[config.mk]
export PLATFORM = sky130hd
export DESIGN_NAME = seg_scan_driver
export DESIGN_NICKNAME = d
export VERILOG_FILES = /design/src/rtl/seg_scan_driver.sv
export SDC_FILE = /design/constraint.sdc
export NUM_CORES = 1
export LEC_CHECK = 0
export CAP_MARGIN = 15
export CORE_MARGIN = 10
export CORE_UTILIZATION = 45
export DETAILED_ROUTE_END_ITERATION = 8
export PLACE_DENSITY = 0.72
export SKIP_CTS_REPAIR_TIMING = 1
export SLEW_MARGIN = 15
export SYNTH_ARGS = -nofsm -noshare
export SYNTH_HDL_FRONTEND = slang
export SYNTH_SLANG_ARGS = --single-unit
export TNS_END_PERCENT = 100
[constraint.sdc]
create_clock -name clk -period 4.1 [get_ports clk]
set_clock_uncertainty 0.15 [all_clocks]
set_input_delay 0.615 -clock clk [delete_from_list [all_inputs] [get_ports clk]]
set_output_delay 0.615 -clock clk [all_outputs]
set_load 0.01 [all_outputs]
[src/rtl/seg_scan_driver.sv]
// seg_scan_driver: converts the calculator result to BCD with a sequential
// double-dabble, commits it atomically to display registers, and scans four
// active-low 7-segment digits (digit 0 = operand a in hex, 1..3 = H/T/U).
//
// state   | meaning
// --------+---------------------------------------------------------------
// IDLE    | waiting for load; display shows last committed value
// CONV    | double-dabble: add-3 / shift, eight shifts of {bcd,bin}
// COMMIT  | copy BCD nibbles and pending sign/a into display registers
module seg_scan_driver #(
    parameter int unsigned SCAN_DIV = 65536,
    parameter bit          BLANK_LZ = 1'b1
) (
    input  logic       clk,
    input  logic       rst_n,
    input  logic       load,
    input  logic [7:0] value,
    input  logic       sign_in,
    input  logic [3:0] a,
    output logic       busy,
    output logic [1:0] digit_sel,
    output logic [3:0] segout,
    output logic [6:0] wordout,
    output logic       signout
);

    localparam int unsigned    PW         = $clog2(SCAN_DIV);
    localparam logic [PW-1:0]  PRESC_LAST = PW'(SCAN_DIV - 1);
    localparam logic [6:0]     SEG_BLANK  = 7'b1111111;

    typedef enum logic [1:0] {ST_IDLE, ST_CONV, ST_COMMIT} state_t;

    state_t        state_q, state_d;
    logic [7:0]    bin_q, bin_d;
    logic [11:0]   bcd_q, bcd_d, bcd_adj;
    logic [2:0]    cnt_q, cnt_d;
    logic          pend_sign_q, pend_sign_d;
    logic [3:0]    pend_a_q, pend_a_d;
    logic [3:0]    a_disp_q, a_disp_d;
    logic [3:0]    bcd_h_q, bcd_h_d, bcd_t_q, bcd_t_d, bcd_u_q, bcd_u_d;
    logic          sign_disp_q, sign_disp_d;
    logic [PW-1:0] presc_q, presc_d;
    logic [1:0]    sel_q, sel_d;

    function automatic logic [6:0] seg7(input logic [3:0] n);
        case (n)
            4'h0: seg7 = 7'b1000000;
            4'h1: seg7 = 7'b1111001;
            4'h2: seg7 = 7'b0100100;
            4'h3: seg7 = 7'b0110000;
            4'h4: seg7 = 7'b0011001;
            4'h5: seg7 = 7'b0010010;
            4'h6: seg7 = 7'b0000010;
            4'h7: seg7 = 7'b1111000;
            4'h8: seg7 = 7'b0000000;
            4'h9: seg7 = 7'b0010000;
            4'hA: seg7 = 7'b0001000;
            4'hB: seg7 = 7'b0000011;
            4'hC: seg7 = 7'b1000110;
            4'hD: seg7 = 7'b0100001;
            4'hE: seg7 = 7'b0000110;
            default: seg7 = 7'b0001110;
        endcase
    endfunction

    // All state registers, cleared asynchronously so a reset aborts a conversion.
    always_ff @(posedge clk or negedge rst_n) begin
        if (!rst_n) begin
            state_q     <= ST_IDLE;
            bin_q       <= '0;
            bcd_q       <= '0;
            cnt_q       <= '0;
            pend_sign_q <= 1'b0;
            pend_a_q    <= '0;
            a_disp_q    <= '0;
            bcd_h_q     <= '0;
            bcd_t_q     <= '0;
            bcd_u_q     <= '0;
            sign_disp_q <= 1'b0;
            presc_q     <= '0;
            sel_q       <= '0;
        end else begin
            state_q     <= state_d;
            bin_q       <= bin_d;
            bcd_q       <= bcd_d;
            cnt_q       <= cnt_d;
            pend_sign_q <= pend_sign_d;
            pend_a_q    <= pend_a_d;
            a_disp_q    <= a_disp_d;
            bcd_h_q     <= bcd_h_d;
            bcd_t_q     <= bcd_t_d;
            bcd_u_q     <= bcd_u_d;
            sign_disp_q <= sign_disp_d;
            presc_q     <= presc_d;
            sel_q       <= sel_d;
        end
    end

    // Conversion FSM; display registers are written only in COMMIT so the scan never tears.
    always_comb begin
        state_d     = state_q;
        bin_d       = bin_q;
        bcd_d       = bcd_q;
        cnt_d       = cnt_q;
        pend_sign_d = pend_sign_q;
        pend_a_d    = pend_a_q;
        a_disp_d    = a_disp_q;
        bcd_h_d     = bcd_h_q;
        bcd_t_d     = bcd_t_q;
        bcd_u_d     = bcd_u_q;
        sign_disp_d = sign_disp_q;
        bcd_adj     = bcd_q;
        for (int i = 0; i < 3; i++) begin
            if (bcd_q[4*i +: 4] >= 4'd5) begin
                bcd_adj[4*i +: 4] = bcd_q[4*i +: 4] + 4'd3;
            end
        end
        unique case (state_q)
            ST_IDLE: begin
                if (load) begin
                    bin_d       = value;
                    bcd_d       = '0;
                    pend_sign_d = sign_in;
                    pend_a_d    = a;
                    cnt_d       = '0;
                    state_d     = ST_CONV;
                end
            end
            ST_CONV: begin
                {bcd_d, bin_d} = {bcd_adj[10:0], bin_q, 1'b0};
                cnt_d          = cnt_q + 3'd1;
                if (cnt_q == 3'd7) begin
                    state_d = ST_COMMIT;
                end
            end
            ST_COMMIT: begin
                bcd_h_d     = bcd_q[11:8];
                bcd_t_d     = bcd_q[7:4];
                bcd_u_d     = bcd_q[3:0];
                a_disp_d    = pend_a_q;
                sign_disp_d = pend_sign_q;
                state_d     = ST_IDLE;
            end
            default: state_d = ST_IDLE;
        endcase
    end

    // Free-running scan prescaler; digit advances on the prescaler wrap.
    always_comb begin
        presc_d = presc_q + 1'b1;
        sel_d   = sel_q;
        if (presc_q == PRESC_LAST) begin
            presc_d = '0;
            sel_d   = sel_q + 2'd1;
        end
    end

    // Digit enable, segment decode and leading-zero blanking.
    always_comb begin
        segout  = ~(4'b0001 << sel_q);
        wordout = seg7(a_disp_q);
        unique case (sel_q)
            2'd0: wordout = seg7(a_disp_q);
            2'd1: wordout = (BLANK_LZ && bcd_h_q == 4'd0) ? SEG_BLANK : seg7(bcd_h_q);
            2'd2: wordout = (BLANK_LZ && bcd_h_q == 4'd0 && bcd_t_q == 4'd0)
                            ? SEG_BLANK : seg7(bcd_t_q);
            default: wordout = seg7(bcd_u_q);
        endcase
    end

    assign busy      = (state_q != ST_IDLE);
    assign digit_sel = sel_q;
    assign signout   = sign_disp_q;

endmodule

==> run metrics <==
PortBufs 30; Initial Util between 40 and 50%; max_cap viols 0; area of the multi-input gates 2260 µm²; FF+latch area 1630 µm²; CTS sink count between 60 and 70; dominant cells by area after synthesis dfrtp_1 40%, ha_1 12%, nand2_1 6.0%; yosys warns 0; Tmin final about 3.5 ns; antenna cells 0; syn avg cell area 9.13 µm²; Worst EP required roughly 3.3 ns; post-synth top area share between 30% and 40%; post-DP HPWL a little under 6000 µm; Total Wirelength 8190 µm; Cell Rows 34; number of global-route vias before repair slightly above 3000; RSZ-0062 raised after global routing false; P&R area growth vs syn 13.9%; fin nets about 530; post-synth top area cell dfrtp_1; clock tree from TritonCTS yes; asr flop ratio synth 100%; core area 8810 µm²; HP Class primary input to async pin; wire length on met1 between 3000 and 4000 µm; Clock H-tree levels 3; Post-synth EDFFs 0; DIE HEIGHT 116 µm; first-pass GRT wire length 14100 µm; clock slew at the register clock pins of the worst setup and hold paths approximately 0.070 ns; Worst EP arrival about 2.7 ns; outcome completed; syn_nets 507; Rel. slew slack between 40 and 50%; Peak VDD IR between 0.4 and 0.5 mV; GPL Wtd Cong ~0.87; crit-path max FO 7; most frequent cells in the layout 66 x nand2_1, 65 x dfrtp_1, 45 x o21ai_0, 41 x ha_1, 34 x nor2_1; global route overflow 0; deepest clock path buffer count 2; Routed Antenna Nets 0; GRT Util Overall 12.7%; worst slew pin tran between 0.8 and 0.9 ns; WL met2 3780 µm; Syn Std Cell Area just over 4000 µm²; Power Density roughly 690 nW/µm²; Top FF cell, synth dfrtp_1; boundary pin count 31; FMAX about 290 MHz; CTS Buf Count 9; Cells after Synth 450; Residual DRC 0; Vias/cell 5.38; hold slack final about 0.15 ns; initial drt markers 183; Final Hold Fails 0; Critical Path End Type primary output; period utilization a little over four fifths; first-pass detailed-route iteration total 4; Final Max Tran Viols 0; Fillers 805; DR WL met3 around 370 µm; clk root buf clkbuf_8; Die X approximately 120 µm; leakage ~2.1 nW; DP Cell Count approximately 570; non-filler instance count after layout between 500 and 600; startpoint types flip-flop; Synth cell types 47; Synth Register Bits between 60 and 70; Wirelength per Cell 14.0 µm; later-pin clock latency in the skew report about 0.34 ns; Top Layer Used met4; Crit Path Class flip-flop to primary output; Vias 3134; largest net degree at the start of global routing 37; Final setup viols 0; leading cell type in the layout, fill and taps excluded nand2_1; Seq/Total Area, Yosys between 30% and 40%; initial antenna violation count 0; Die ar. ~13000 µm²; final setup TNS 0 ns; ratio of cells with drive above 1 in the final layout 8.42%
[per-layer routing]
layer  GRT usage (%)  vias up
li1                -     1599
met1            15.7     1467
met2            20.1       52
met3            3.72       16
met4            5.66        0
met5               0        -
[Yosys cell counts (2+ instances only)]
library cell and number:
clkbuf_1 16, inv_1 30, xnor2_1 9, nand4_1 3
nor3_1 3, dfrtp_1 65, nor2_1 34, mux2i_1 7
o21ai_0 45, nand3_1 15, and3_1 3, o211ai_1 3
a22o_1 2, mux2_2 15, xor2_1 10, o32ai_1 2
a32oi_1 4, a22oi_1 2, o31ai_1 6, ha_1 41
a21oi_1 12, a211oi_1 3, buf_2 4, nor2b_1 6
mux4_2 2, nand2_1 66, a32o_1 3, a31oi_1 11
nand2b_1 8, and2_1 3
[power breakdown]
part | leakage (nW) | total (mW) | switching [mW] | internal, mW
sequential | 0.821 | 1.13 | 0.278 | 0.848
combinational | 1.18 | 1.46 | 0.758 | 0.707
clock | 0.115 | 0.615 | 0.242 | 0.373
total | 2.12 | 3.21 | 1.28 | 1.93
[cells by family (layout without fill, tap and decap cells)]
| kind of cell | count (synthesis) | after routing | share of synthesized area [%] |
|---|---|---|---|
| AO/OA/AOI/OAI | 103 | 103 | 15.9 |
| multiplexers | 24 | 24 | 6.92 |
| adder cells (fa/ha/maj) | 41 | 41 | 12.5 |
| XOR/XNOR | 19 | 19 | 4.05 |
| flip-flops | 65 | 65 | 39.6 |
| AND/OR/NAND/NOR | 145 | 145 | 15.8 |
| buffers and inverters | 53 | 78 | 5.24 |
[final timing paths]
path | startpoint | end | slack (ns) | cells after the start
max | bcd_h_q[0]$_DFFE_PN0N_ | wordout[2] | 0.65 | 7
min | rst_n | presc_q[7]$_DFF_PN0_ | 0.15 | 1
max reg2reg | state_q[0]$_DFFE_PN0P_ | bcd_q[11]$_DFFE_PN0P_ | 2.09 | 5
min in group clk | presc_q[14]$_DFF_PN0_ | presc_q[14]$_DFF_PN0_ | 0.32 | 1
max in group asynchronous | rst_n | bcd_q[9]$_DFFE_PN0P_ | 2.74 | 2
min reg2reg | presc_q[14]$_DFF_PN0_ | presc_q[14]$_DFF_PN0_ | 0.32 | 1
[final cells by class]
type	count	area share, %
Clock buffer	11	3.24
Clock inverter	5	1.66
Inverter	30	2.41
Multi-Input combinational cell	332	48.4
Sequential cell	65	34.8
Tap cell	108	2.89
Timing Repair Buffer	32	6.63
[sequential cells by signal, summed over array words and instances (netlist names)]
| signal | flops |
|---|---|
| a_disp_q | 4 |
| bcd_h_q | 4 |
| bcd_q | 12 |
| bcd_t_q | 4 |
| bcd_u_q | 4 |
| bin_q | 8 |
| cnt_q | 3 |
| digit_sel | 2 |
| pend_a_q | 4 |
| pend_sign_q | 1 |
| presc_q | 16 |
| signout | 1 |
| state_q | 2 |
[per-stage QoR]
step | setup slack (ns) | power [mW] | instance area, µm² | utilization (%)
2_1_floorplan | 1.56 | 2.17 | 4110 | -
3_3_place_gp | 1.12 | 2.54 | 4450 | 50.5
3_5_place_dp | 1.03 | 2.60 | 4450 | 50.5
4_1_cts | 0.643 | 3.23 | 4680 | 53.1
5_1_grt | 0.430 | 3.49 | 4680 | 53.1
6_report | 0.647 | 3.21 | 4680 | 53.1
[worst max-delay path: stages, from the launching register on]
cell             delay [ns]
dfrtp_1                0.47
inv_1                  0.14
ha_1                   0.29
and4_4                 0.19
a221o_1                0.27
a222oi_1               0.36
mux2i_1                0.13
clkdlybuf4s50_1        0.50
No activity file was read; power rests on OpenSTA's default activity.
